===== src/rtl/chacha_pkg.sv =====
// Shared types, widths and helpers for the ChaCha20-Poly1305 AEAD message sequencer.
package chacha_pkg;

    localparam int BLK_W      = 128;
    localparam int KEEP_W     = 16;
    localparam int LEN_HALF_W = 64;

    typedef logic [2:0] state_t;

    localparam state_t ST_IDLE = 3'd0;
    localparam state_t ST_AAD  = 3'd1;
    localparam state_t ST_PLD  = 3'd2;
    localparam state_t ST_LEN  = 3'd3;
    localparam state_t ST_TAG  = 3'd4;
    localparam state_t ST_DONE = 3'd5;

    function automatic logic [4:0] popcount16(input logic [KEEP_W-1:0] keep);
        logic [4:0] cnt;
        cnt = '0;
        for (int i = 0; i < KEEP_W; i++) begin
            cnt = cnt + {4'd0, keep[i]};
        end
        return cnt;
    endfunction

endpackage


===== src/rtl/chacha20_poly1305_aead_ctrl_if.sv =====
// Block-wide byte stream: valid/ready handshake with data, byte keep and end-of-message flag.
interface chacha20_poly1305_aead_ctrl_if;
    import chacha_pkg::*;

    logic              valid;
    logic              ready;
    logic [BLK_W-1:0]  data;
    logic [KEEP_W-1:0] keep;
    logic              last;

    modport master (output valid, data, keep, last, input ready);
    modport slave  (input valid, data, keep, last, output ready);

endinterface


===== src/rtl/chacha_tag_capture.sv =====
// Latches tagmask / tag_pre_xor from the core in any order and forms the final tag and verdict.
module chacha_tag_capture
    import chacha_pkg::*;
(
    input  logic             clk,
    input  logic             rst_n,
    input  logic             i_clear,
    input  logic             i_in_tag,
    input  logic             i_decrypt,
    input  logic [BLK_W-1:0] i_exp_tag,
    input  logic [BLK_W-1:0] i_tag_pre_xor,
    input  logic             i_tag_pre_xor_valid,
    input  logic [BLK_W-1:0] i_tagmask,
    input  logic             i_tagmask_valid,
    output logic             o_fire,
    output logic [BLK_W-1:0] o_tag,
    output logic             o_tag_valid,
    output logic             o_tag_ok
);

    logic [BLK_W-1:0] r_pre, r_mask, r_tag;
    logic             r_pre_f, r_mask_f, r_tag_valid, r_tag_ok;
    logic [BLK_W-1:0] w_pre, w_mask, w_tag;
    logic             w_pre_f, w_mask_f;

    // A value arriving this cycle counts as captured, so the tag lands one cycle after it.
    assign w_pre    = i_tag_pre_xor_valid ? i_tag_pre_xor : r_pre;
    assign w_mask   = i_tagmask_valid ? i_tagmask : r_mask;
    assign w_pre_f  = r_pre_f | i_tag_pre_xor_valid;
    assign w_mask_f = r_mask_f | i_tagmask_valid;
    assign w_tag    = w_pre ^ w_mask;
    assign o_fire   = i_in_tag & w_pre_f & w_mask_f;

    always_ff @(posedge clk or negedge rst_n) begin
        if (!rst_n) begin
            r_pre       <= '0;
            r_mask      <= '0;
            r_pre_f     <= 1'b0;
            r_mask_f    <= 1'b0;
            r_tag       <= '0;
            r_tag_valid <= 1'b0;
            r_tag_ok    <= 1'b0;
        end else begin
            r_tag_valid <= o_fire;
            if (i_tag_pre_xor_valid) r_pre  <= i_tag_pre_xor;
            if (i_tagmask_valid)     r_mask <= i_tagmask;
            if (i_clear) begin
                r_pre_f  <= i_tag_pre_xor_valid;
                r_mask_f <= i_tagmask_valid;
                r_tag_ok <= 1'b0;
            end else begin
                r_pre_f  <= w_pre_f;
                r_mask_f <= w_mask_f;
            end
            if (o_fire) begin
                r_tag    <= w_tag;
                r_tag_ok <= i_decrypt ? (w_tag == i_exp_tag) : 1'b1;
            end
        end
    end

    assign o_tag       = r_tag;
    assign o_tag_valid = r_tag_valid;
    assign o_tag_ok    = r_tag_ok;

endmodule


===== src/rtl/chacha20_poly1305_aead_ctrl.sv =====
// Message sequencer: forwards AAD/payload to the core, issues the length block, emits the tag.
module chacha20_poly1305_aead_ctrl
    import chacha_pkg::*;
(
    input  logic                  clk,
    input  logic                  rst_n,
    input  logic                  i_start,
    input  logic                  i_no_aad,
    input  logic                  i_no_pld,
    input  logic                  i_decrypt,
    input  logic [BLK_W-1:0]      i_exp_tag,
    chacha20_poly1305_aead_ctrl_if.slave  s_aad,
    chacha20_poly1305_aead_ctrl_if.slave  s_pld,
    chacha20_poly1305_aead_ctrl_if.master m_aad,
    chacha20_poly1305_aead_ctrl_if.master m_pld,
    output logic                  o_len_valid,
    input  logic                  i_len_ready,
    output logic [BLK_W-1:0]      o_len_block,
    input  logic [BLK_W-1:0]      i_tag_pre_xor,
    input  logic                  i_tag_pre_xor_valid,
    input  logic [BLK_W-1:0]      i_tagmask,
    input  logic                  i_tagmask_valid,
    output logic [BLK_W-1:0]      o_tag,
    output logic                  o_tag_valid,
    output logic                  o_tag_ok,
    output logic                  o_busy,
    output logic [LEN_HALF_W-1:0] o_aad_bytes,
    output logic [LEN_HALF_W-1:0] o_pld_bytes
);

    state_t                r_state, w_state_nxt;
    logic                  r_no_pld, r_decrypt, r_len_valid;
    logic [LEN_HALF_W-1:0] r_aad_bytes, r_pld_bytes;
    logic                  w_start, w_in_aad, w_in_pld, w_aad_hs, w_pld_hs, w_len_hs, w_tag_fire;

    assign w_start  = i_start && (r_state == ST_IDLE);
    assign w_in_aad = (r_state == ST_AAD);
    assign w_in_pld = (r_state == ST_PLD);
    assign w_aad_hs = w_in_aad && s_aad.valid && m_aad.ready;
    assign w_pld_hs = w_in_pld && s_pld.valid && m_pld.ready;
    assign w_len_hs = r_len_valid && i_len_ready;

    always_comb begin
        m_aad.valid = w_in_aad && s_aad.valid;
        m_aad.data  = s_aad.data;
        m_aad.keep  = s_aad.keep;
        m_aad.last  = 1'b0;
        s_aad.ready = w_in_aad && m_aad.ready;
        m_pld.valid = w_in_pld && s_pld.valid;
        m_pld.data  = s_pld.data;
        m_pld.keep  = s_pld.keep;
        m_pld.last  = 1'b0;
        s_pld.ready = w_in_pld && m_pld.ready;
    end

    always_comb begin
        w_state_nxt = r_state;
        case (r_state)
            ST_IDLE: if (w_start) w_state_nxt = !i_no_aad ? ST_AAD : (i_no_pld ? ST_LEN : ST_PLD);
            ST_AAD:  if (w_aad_hs && s_aad.last) w_state_nxt = r_no_pld ? ST_LEN : ST_PLD;
            ST_PLD:  if (w_pld_hs && s_pld.last) w_state_nxt = ST_LEN;
            ST_LEN:  if (w_len_hs) w_state_nxt = ST_TAG;
            ST_TAG:  if (w_tag_fire) w_state_nxt = ST_DONE;
            ST_DONE: w_state_nxt = ST_IDLE;
            default: w_state_nxt = ST_IDLE;
        endcase
    end

    always_ff @(posedge clk or negedge rst_n) begin
        if (!rst_n) begin
            r_state     <= ST_IDLE;
            r_no_pld    <= 1'b0;
            r_decrypt   <= 1'b0;
            r_len_valid <= 1'b0;
            r_aad_bytes <= '0;
            r_pld_bytes <= '0;
        end else begin
            r_state     <= w_state_nxt;
            // Raised the cycle after LEN entry, dropped on the handshake that leaves LEN.
            r_len_valid <= (r_state == ST_LEN) && !w_len_hs;
            if (w_start) begin
                r_no_pld    <= i_no_pld;
                r_decrypt   <= i_decrypt;
                r_aad_bytes <= '0;
                r_pld_bytes <= '0;
            end else begin
                if (w_aad_hs) r_aad_bytes <= r_aad_bytes + LEN_HALF_W'(popcount16(s_aad.keep));
                if (w_pld_hs) r_pld_bytes <= r_pld_bytes + LEN_HALF_W'(popcount16(s_pld.keep));
            end
        end
    end

    chacha_tag_capture u_tag_capture (
        .clk                 (clk),
        .rst_n               (rst_n),
        .i_clear             (w_start),
        .i_in_tag            (r_state == ST_TAG),
        .i_decrypt           (r_decrypt),
        .i_exp_tag           (i_exp_tag),
        .i_tag_pre_xor       (i_tag_pre_xor),
        .i_tag_pre_xor_valid (i_tag_pre_xor_valid),
        .i_tagmask           (i_tagmask),
        .i_tagmask_valid     (i_tagmask_valid),
        .o_fire              (w_tag_fire),
        .o_tag               (o_tag),
        .o_tag_valid         (o_tag_valid),
        .o_tag_ok            (o_tag_ok)
    );

    assign o_len_valid = r_len_valid;
    assign o_len_block = {r_pld_bytes, r_aad_bytes};
    assign o_busy      = (r_state != ST_IDLE) && (r_state != ST_DONE);
    assign o_aad_bytes = r_aad_bytes;
    assign o_pld_bytes = r_pld_bytes;

endmodule


===== src/flat_wrapper.sv =====
// flat-port wrapper written by rule: the top's interface ports become plain ports
module chacha20_poly1305_aead_ctrl_flat import chacha_pkg::*;
  (clk, rst_n, i_start, i_no_aad, i_no_pld, i_decrypt, i_exp_tag, o_len_valid, i_len_ready, o_len_block, i_tag_pre_xor, i_tag_pre_xor_valid, i_tagmask, i_tagmask_valid, o_tag, o_tag_valid, o_tag_ok, o_busy, o_aad_bytes, o_pld_bytes, s_aad_valid, s_aad_data, s_aad_keep, s_aad_last, s_aad_ready, s_pld_valid, s_pld_data, s_pld_keep, s_pld_last, s_pld_ready, m_aad_valid, m_aad_data, m_aad_keep, m_aad_last, m_aad_ready, m_pld_valid, m_pld_data, m_pld_keep, m_pld_last, m_pld_ready);
  chacha20_poly1305_aead_ctrl_if s_aad_i ();
  chacha20_poly1305_aead_ctrl_if s_pld_i ();
  chacha20_poly1305_aead_ctrl_if m_aad_i ();
  chacha20_poly1305_aead_ctrl_if m_pld_i ();
  input  logic clk;
  input  logic rst_n;
  input  logic i_start;
  input  logic i_no_aad;
  input  logic i_no_pld;
  input  logic i_decrypt;
  input  logic [BLK_W-1:0] i_exp_tag;
  output logic o_len_valid;
  input  logic i_len_ready;
  output logic [BLK_W-1:0] o_len_block;
  input  logic [BLK_W-1:0] i_tag_pre_xor;
  input  logic i_tag_pre_xor_valid;
  input  logic [BLK_W-1:0] i_tagmask;
  input  logic i_tagmask_valid;
  output logic [BLK_W-1:0] o_tag;
  output logic o_tag_valid;
  output logic o_tag_ok;
  output logic o_busy;
  output logic [LEN_HALF_W-1:0] o_aad_bytes;
  output logic [LEN_HALF_W-1:0] o_pld_bytes;
  input wire logic [$bits(s_aad_i.valid)-1:0] s_aad_valid;
  input wire logic [$bits(s_aad_i.data)-1:0] s_aad_data;
  input wire logic [$bits(s_aad_i.keep)-1:0] s_aad_keep;
  input wire logic [$bits(s_aad_i.last)-1:0] s_aad_last;
  output wire logic [$bits(s_aad_i.ready)-1:0] s_aad_ready;
  input wire logic [$bits(s_pld_i.valid)-1:0] s_pld_valid;
  input wire logic [$bits(s_pld_i.data)-1:0] s_pld_data;
  input wire logic [$bits(s_pld_i.keep)-1:0] s_pld_keep;
  input wire logic [$bits(s_pld_i.last)-1:0] s_pld_last;
  output wire logic [$bits(s_pld_i.ready)-1:0] s_pld_ready;
  output wire logic [$bits(m_aad_i.valid)-1:0] m_aad_valid;
  output wire logic [$bits(m_aad_i.data)-1:0] m_aad_data;
  output wire logic [$bits(m_aad_i.keep)-1:0] m_aad_keep;
  output wire logic [$bits(m_aad_i.last)-1:0] m_aad_last;
  input wire logic [$bits(m_aad_i.ready)-1:0] m_aad_ready;
  output wire logic [$bits(m_pld_i.valid)-1:0] m_pld_valid;
  output wire logic [$bits(m_pld_i.data)-1:0] m_pld_data;
  output wire logic [$bits(m_pld_i.keep)-1:0] m_pld_keep;
  output wire logic [$bits(m_pld_i.last)-1:0] m_pld_last;
  input wire logic [$bits(m_pld_i.ready)-1:0] m_pld_ready;
  assign s_aad_i.valid = s_aad_valid;
  assign s_aad_i.data = s_aad_data;
  assign s_aad_i.keep = s_aad_keep;
  assign s_aad_i.last = s_aad_last;
  assign s_aad_ready = s_aad_i.ready;
  assign s_pld_i.valid = s_pld_valid;
  assign s_pld_i.data = s_pld_data;
  assign s_pld_i.keep = s_pld_keep;
  assign s_pld_i.last = s_pld_last;
  assign s_pld_ready = s_pld_i.ready;
  assign m_aad_valid = m_aad_i.valid;
  assign m_aad_data = m_aad_i.data;
  assign m_aad_keep = m_aad_i.keep;
  assign m_aad_last = m_aad_i.last;
  assign m_aad_i.ready = m_aad_ready;
  assign m_pld_valid = m_pld_i.valid;
  assign m_pld_data = m_pld_i.data;
  assign m_pld_keep = m_pld_i.keep;
  assign m_pld_last = m_pld_i.last;
  assign m_pld_i.ready = m_pld_ready;
  chacha20_poly1305_aead_ctrl u_core (.clk(clk), .rst_n(rst_n), .i_start(i_start), .i_no_aad(i_no_aad), .i_no_pld(i_no_pld), .i_decrypt(i_decrypt), .i_exp_tag(i_exp_tag), .s_aad(s_aad_i), .s_pld(s_pld_i), .m_aad(m_aad_i), .m_pld(m_pld_i), .o_len_valid(o_len_valid), .i_len_ready(i_len_ready), .o_len_block(o_len_block), .i_tag_pre_xor(i_tag_pre_xor), .i_tag_pre_xor_valid(i_tag_pre_xor_valid), .i_tagmask(i_tagmask), .i_tagmask_valid(i_tagmask_valid), .o_tag(o_tag), .o_tag_valid(o_tag_valid), .o_tag_ok(o_tag_ok), .o_busy(o_busy), .o_aad_bytes(o_aad_bytes), .o_pld_bytes(o_pld_bytes));
endmodule

===== config.mk =====
export PLATFORM = sky130hd
export DESIGN_NAME = chacha20_poly1305_aead_ctrl_flat
export DESIGN_NICKNAME = d
export VERILOG_FILES = /design/src/rtl/chacha_pkg.sv /design/src/rtl/chacha20_poly1305_aead_ctrl_if.sv /design/src/rtl/chacha_tag_capture.sv /design/src/rtl/chacha20_poly1305_aead_ctrl.sv /design/src/flat_wrapper.sv
export SDC_FILE = /design/constraint.sdc
export NUM_CORES = 1
export LEC_CHECK = 0
export ABC_AREA = 1
export CELL_PAD_IN_SITES_DETAIL_PLACEMENT = 1
export CELL_PAD_IN_SITES_GLOBAL_PLACEMENT = 1
export CORE_AREA = 2 2 539 541
export CTS_CLUSTER_SIZE = 20
export DETAILED_ROUTE_END_ITERATION = 16
export DIE_AREA = 0 0 541 543
export PLACE_DENSITY = 0.5
export SLEW_MARGIN = 25
export SYNTH_ARGS = -nofsm -noshare
export SYNTH_HDL_FRONTEND = slang
export SYNTH_SLANG_ARGS = --single-unit

===== constraint.sdc =====
create_clock -name clk -period 2.3 [get_ports clk]
set_input_delay 0.46 -clock clk [delete_from_list [all_inputs] [get_ports clk]]
set_output_delay 0.46 -clock clk [all_outputs]
set_load 0.02 [all_outputs]

* Word-level counts from Yosys, hierarchy flattened
Cells that the tools add are included.
** Word-level totals
- Input bits :: 687
- RAM bits :: 0
- Memories kept :: 0
- Output and inout port bits :: 682
- Register bits after elaboration :: 522
- ROM bits :: 0
- Bits in latches :: 0
** Cells by class
- Order comparisons :: 0
- $add $sub $neg :: 32
- $mul :: 0
- Reductions and logical operators :: 19
- Bitwise logic cells :: 5
- Eq/ne operators :: 11
- Divide/modulo/power cells :: 0
- Shifts and indexed selects :: 0
- Muxes and demuxes :: 20
** Operator list (count)
- 2-to-1 mux 128 bit :: 2
- 2-to-1 mux 64 bit :: 4
- adder 5 x 1 -> 5 bit :: 28
- adder 64 x 5 -> 64 bit :: 2
- == test 128 bit :: 1
- bitwise XOR 128 bit :: 1
- 2-to-1 mux 3 bit :: 6
- case mux 3 bit (5 select lines) :: 1
- logical AND 1 bit :: 12
- 2-to-1 mux 1 bit :: 7
- == test 3 x 2 -> 1 bit (second input constant) :: 2
- inequality test 2 bit (second input constant) :: 3
- nonzero test 2 bit :: 3
- AND reduction 5 bit :: 1
- adder 1 x 1 -> 2 bit :: 2
- inequality test 2 x 1 -> 1 bit (second input constant) :: 2
- == test 3 x 1 -> 1 bit (second input constant) :: 1
- == test 3 bit (second input constant) :: 1
- logical NOT 3 bit :: 1
- inequality test 3 bit (second input constant) :: 1
- nonzero test 3 bit :: 1
- bitwise AND 1 bit :: 2
- bitwise OR 1 bit :: 2
- logical NOT 1 bit :: 1

* Longest topological paths before layout
- Depth in word-level cells :: 18
- Mapped depth :: 26
- Mapped depth without buffers :: 26

* Cells and area by module
A second synthesis with hierarchy kept.
** Unflattened totals
- Cells, all modules :: 5070
- Area total of the unflattened synthesis :: 34199.0 um^2
** Modules (own cells, without submodules)
- chacha_tag_capture :: cells an instance 3149, instances 1, area each 21368.0 um^2
- chacha20_poly1305_aead_ctrl :: cells an instance 1921, instances 1, area each 12831.1 um^2

* Worst setup path before layout
Ideal clock, no wire load.
- Kind :: input to register
- Start :: input s_aad_keep[0]
- End :: register u_core.r_aad_bytes[60], in the netlist u_core.o_aad_bytes[60]
- Stages on the path :: 21
- Path slack :: -3.123 ns
- Path buffers :: 0
- Library setup time :: 0.133 ns
- Arrival :: 5.290 ns
- Required time :: 2.167 ns
- Cells stage by stage :: ha_1 -> inv_1 -> fa_1 -> fa_1 -> fa_1 -> fa_1 -> fa_1 -> fa_1 -> fa_1 -> inv_1 -> nand3_1 -> nand2_1 -> nand2_1 -> a21oi_1 -> nand2_4 -> nor2_4 -> nand2_1 -> nor2_2 -> nand2_1 -> nor3_1 -> nor3b_2
** Between the ends
- Longest elaborated chain between the ends :: 18
** Ends and longest elaborated chain
- from (decl) :: RTL line flat_wrapper.sv:30 : input wire logic [$bits(s_aad_i.keep)-1:0] s_aad_keep;
- adder 1 x 1 -> 2 bit :: RTL line chacha_pkg.sv:21 : cnt = cnt + {4'd0, keep[i]};
- adder 5 x 1 -> 5 bit (14 in series) :: RTL line chacha_pkg.sv:21
- adder 64 x 5 -> 64 bit :: RTL line chacha20_poly1305_aead_ctrl.sv:87 : if (w_aad_hs) r_aad_bytes <= r_aad_bytes + LEN_HALF_W'(popcount16(s_aad.keep));
- 2-to-1 mux 64 bit :: RTL line chacha20_poly1305_aead_ctrl.sv:87
- 2-to-1 mux 64 bit :: RTL line chacha20_poly1305_aead_ctrl.sv:81 : if (w_start) begin
- to (signal assigned) :: RTL line chacha20_poly1305_aead_ctrl.sv:87
- to (decl) :: RTL line chacha20_poly1305_aead_ctrl.sv:33 : logic [LEN_HALF_W-1:0] r_aad_bytes, r_pld_bytes;
Every way passes these cells. The select of a mux whose other input is x is not followed.
A chain may end at the register's enable or synchronous reset.

* Worst setup path after layout
- Start :: input s_pld_keep[0]
- End :: register u_core.r_pld_bytes[33], in the netlist u_core.o_pld_bytes[33]
** Between the ends
- Longest elaborated chain between the ends :: 18
** Ends and longest elaborated chain
- from (decl) :: RTL line flat_wrapper.sv:35 : input wire logic [$bits(s_pld_i.keep)-1:0] s_pld_keep;
- adder 1 x 1 -> 2 bit :: RTL line chacha_pkg.sv:21
- adder 5 x 1 -> 5 bit (14 in series) :: RTL line chacha_pkg.sv:21
- adder 64 x 5 -> 64 bit :: RTL line chacha20_poly1305_aead_ctrl.sv:88 : if (w_pld_hs) r_pld_bytes <= r_pld_bytes + LEN_HALF_W'(popcount16(s_pld.keep));
- 2-to-1 mux 64 bit :: RTL line chacha20_poly1305_aead_ctrl.sv:88
- 2-to-1 mux 64 bit :: RTL line chacha20_poly1305_aead_ctrl.sv:81
- to (signal assigned) :: RTL line chacha20_poly1305_aead_ctrl.sv:88
- to (decl) :: RTL line chacha20_poly1305_aead_ctrl.sv:33
Every way passes these cells. The select of a mux whose other input is x is not followed.

==> flow_summary.yaml <==
clocking:
  insertion_delay_ps: 720
  htreeDepth: 3
  clk_path_buf_depth: 3
  root_buffer: "clkbuf_16"
  clkTransAtPathRegs_ps: 60
  cts.sinks: 522
  cts_buffers: 79
  cts_tree: "built"
timing:
  finalCritPeriodShare_pct: 211.0
  fmax_mhz: 206.0
  finalSetupViolCount: 132
  clock_skew_ps: 29.72
  rsz0062_at_grt: "yes"
  setup_ws_ps: -2554
  worst_slew_pin_slew_ps: 608.7
  report.final.slew_viol_count: 0
  holdWs_ps: 197.7
  period_minus_slack_ps: 4854
  hold_viol: 0
  relSlewSlack_pct: 59.11
synthesis:
  synth_compound_area_share_pct: 9.013
  synth-seq-cells: 522
  synth_area_leaders: "dfrtp_1 39%, nand2_1 20%, buf_4 9.8%"
  avgSynthCellArea_um2: 6.941
  synthDistinctLibCells: 51
  synth_top_cell_area_share_pct: 38.61
  synth_most_common_cell: "nand2_1"
  synthTopCellsByCount: "1773 x nand2_1, 624 x inv_1, 522 x dfrtp_1"
  yosys.area_share.simple_pct: 31.24
  synthMuxAreaShare_pct: 0
  ys_async_sr_fraction_pct: 100.0
  synth_top_family_by_area: "simple AND/OR/NAND/NOR gates"
  synth.largest_area_cell: "dfrtp_1"
  synth_edf_count: 0
  ys_seq_area_share_pct: 38.61
  synth_warnings: 0
  synth_fa_ha_area_share_pct: 2.115
  yosys.area_share.xor_xnor_pct: 0.5178
  synth_area_um2: 33830
  netlist_instances: 4874
  synth_ff_type: "dfrtp_1"
global_routing:
  grt_pass1_wl_um: 265400
  grtUsageTotal_pct: 12.33
  first_global_vias: 38800
  grt_max_degree: 66
  overflow: 0
  antenna_found_initial: 23
critical_path:
  crit_type: "input port to register"
  worstPathMaxFanout: 8
  crit_buf_inv: 4
  critical_path_required_ps: 2950
  r2r_setup_slack_ps: -140
  cp_data_arrival_time_ps: 5510
  cpPeakStageDelay_ps: 550
  reg2reg_from: "u_core.o_aad_bytes[0]"
  cp-end-kind: "register"
  worstReg2RegEnd: "u_core.o_aad_bytes[60]"
  cpMostUsedCell: "fa_1"
  rr_worst_depth: 15
  slowest_stage: "fa_1"
  path_cells: "buf_8 -> ha_4 -> inv_2 -> fa_1 -> fa_1 -> fa_1 -> fa_1 -> fa_2 -> fa_2 -> xnor2_1 -> ha_1 -> buf_6 -> a21oi_4 -> o21ai_2 -> nor2_2 -> nor2_4 -> nand2_4 -> nor2_4 -> nand3_4 -> buf_6 -> a21oi_2 -> o21a_1"
  startpoint: "s_pld_keep[0]"
  critPathTopFamily: "adder cells"
  worst_setup_path_start_kind: "input port"
route:
  drt_first_pass_iters: 5
  post_drt_wl_per_cell_um: 18.90
  dr_total_vias: 36360
  drt.antenna.violating_nets: 0
  route.detailed.drc: 0
  viasPerCell: 3.674
  first_iter_violations: 1370
  wirelength_um: 187000
cells_and_area:
  num-nets-final: 6777
  area_delta_synth_final_pct: 59.79
  fillers: 34510
  multiInputGateArea_um2: 15920
  ff_latch_area_um2: 13120
  drive_gt1_share_pct: 21.11
  fin_area_um2: 54060
place:
  portBuffers: 854
  gp_congestion: 0.8514
  preCtsSetupSlack_ps: -3700
  dpl_cell_area_um2: 49620
  dpl.hpwl_um: 151600
floorplan:
  io_pins: 1369
  std_cell_rows: 197
  die_area_um2: 293800
  die_w_um: 541
  dieHeight_um: 543
  initial_core_util_pct: 11.77
  fp.coreArea_um2: 287400
power_and_ir_drop:
  p_total_mw: 41.55
  powerDensity_nw_per_um2: 768.6
  p_leak_nw: 26.73
  ir_drop_mv: 0.4615
hold_path:
  min_path_type: "input port to asynchronous set/reset pin"
outcome:
  status: "complete, but fails checks"
  violations: "negative setup slack"
job:
  maxCapViolCount: 0
cells in the final DEF, fill, tap and decap left out, types with 9 or more instances in the layout:
| cell type | instances |
|---|---|
| a21oi_1 | 49 |
| a21oi_2 | 31 |
| a31oi_1 | 134 |
| buf_12 | 53 |
| buf_4 | 673 |
| buf_6 | 62 |
| clkbuf_1 | 15 |
| clkbuf_16 | 82 |
| clkbuf_8 | 29 |
| clkdlybuf4s50_1 | 499 |
| dfrtp_1 | 476 |
| dfrtp_2 | 45 |
| dlygate4sd2_1 | 335 |
| fa_1 | 16 |
| ha_1 | 14 |
| inv_1 | 598 |
| inv_2 | 16 |
| inv_4 | 10 |
| nand2_1 | 1724 |
| nand2_2 | 38 |
| nand2_4 | 21 |
| nand3_1 | 191 |
| nand3_2 | 17 |
| nand3b_1 | 70 |
| nand4_1 | 39 |
| nor2_1 | 288 |
| nor2_2 | 19 |
| nor2_4 | 38 |
| nor3_1 | 48 |
| nor3_2 | 9 |
| nor3_4 | 14 |
| nor4_1 | 9 |
| o21a_1 | 14 |
| o21ai_0 | 140 |
| o21ai_1 | 117 |
| o21ai_2 | 34 |
| xor2_1 | 14 |
how the worst max path moves through the flow:
stage,depth (start not counted),end,slack (ps)
floorplan,22,u_core.o_aad_bytes[50],-2840
global placement,21,u_core.o_pld_bytes[57],-3660
detailed placement,20,u_core.o_pld_bytes[50],-3700
CTS,22,u_core.o_aad_bytes[60],-2470
global route,24,u_core.o_pld_bytes[40],-2730
finish,22,u_core.o_pld_bytes[33],-2550
metrics by stage:
stage	setup TNS, ps	instances	util (%)
2_1_floorplan	-324570	4875	-
3_3_place_gp	-448840	9672	17.26
3_5_place_dp	-455940	9672	17.26
4_1_cts	-289130	9864	18.46
5_1_grt	-309740	9894	18.81
6_report	-292830	9897	18.81
sequential cells by signal, summed over array words and instances (netlist names), 3 cells and up:
name and flops:
u_core.o_aad_bytes 64, u_core.o_pld_bytes 64, u_core.r_state 3, u_core.u_tag_capture.o_tag 128, u_core.u_tag_capture.r_mask 128, u_core.u_tag_capture.r_pre 128
kinds of logic after synthesis:
| family | count (synthesis) |
|---|---|
| other | 1 |
| XOR/XNOR | 20 |
| AO/OA/AOI/OAI | 554 |
| flip-flops | 522 |
| adder cells (fa/ha/maj) | 44 |
| AND/OR/NAND/NOR | 2551 |
| buffers and inverters | 1182 |
per-layer routing:
metal	part of all wire, %	routed length [um]	vias to the layer above	global-route usage (%)
met5	0.18	342	-	0.4767
met4	5.0	9398	28	6.097
met3	5.8	10930	349	2.924
met2	51	94840	1207	22.55
met1	38	71490	17560	13.14
li1	-	-	17220	-
power by group:
group | internal, mW | switching, mW
combinational | 7.14 | 8.99
clock | 7.73 | 5.29
sequential | 10.9 | 1.45
worst register-to-register path, stage by stage (launching register included):
cell and delay (ps):
dfrtp_1 390, ha_4 160, inv_1 60, fa_2 370, inv_2 70, nand3_2 70, nand2_2 90, nand2_4 70
a21oi_4 200, nand2_4 100, nor2_4 190, nand2_4 90, nor2_4 160, nand2_4 80, o21ai_1 110, nor3b_2 160
what timing repair did:
action | CTS | global route
cloned | 0 | 3
endpoints found under the setup margin | 463 | 138
hold buffers | 1 | 0
endpoints found under the hold margin | 171 | 0
setup buffers | 47 | 33
resized for setup | 608 | 200
pin swaps | 91 | 111
layout make-up:
class                      instances  share of cell area [%]
timing repair buffer            1642                   27.92
multi-input combinational       3171                   29.45
sequential                       522                   24.27
tap                             3781                   8.751
clock buffer                     122                   4.474
inverter                         630                   4.485
antenna                            6                 0.02777
clock inverter                    23                  0.6179
Note: power is estimated with default switching activity, not from simulation.
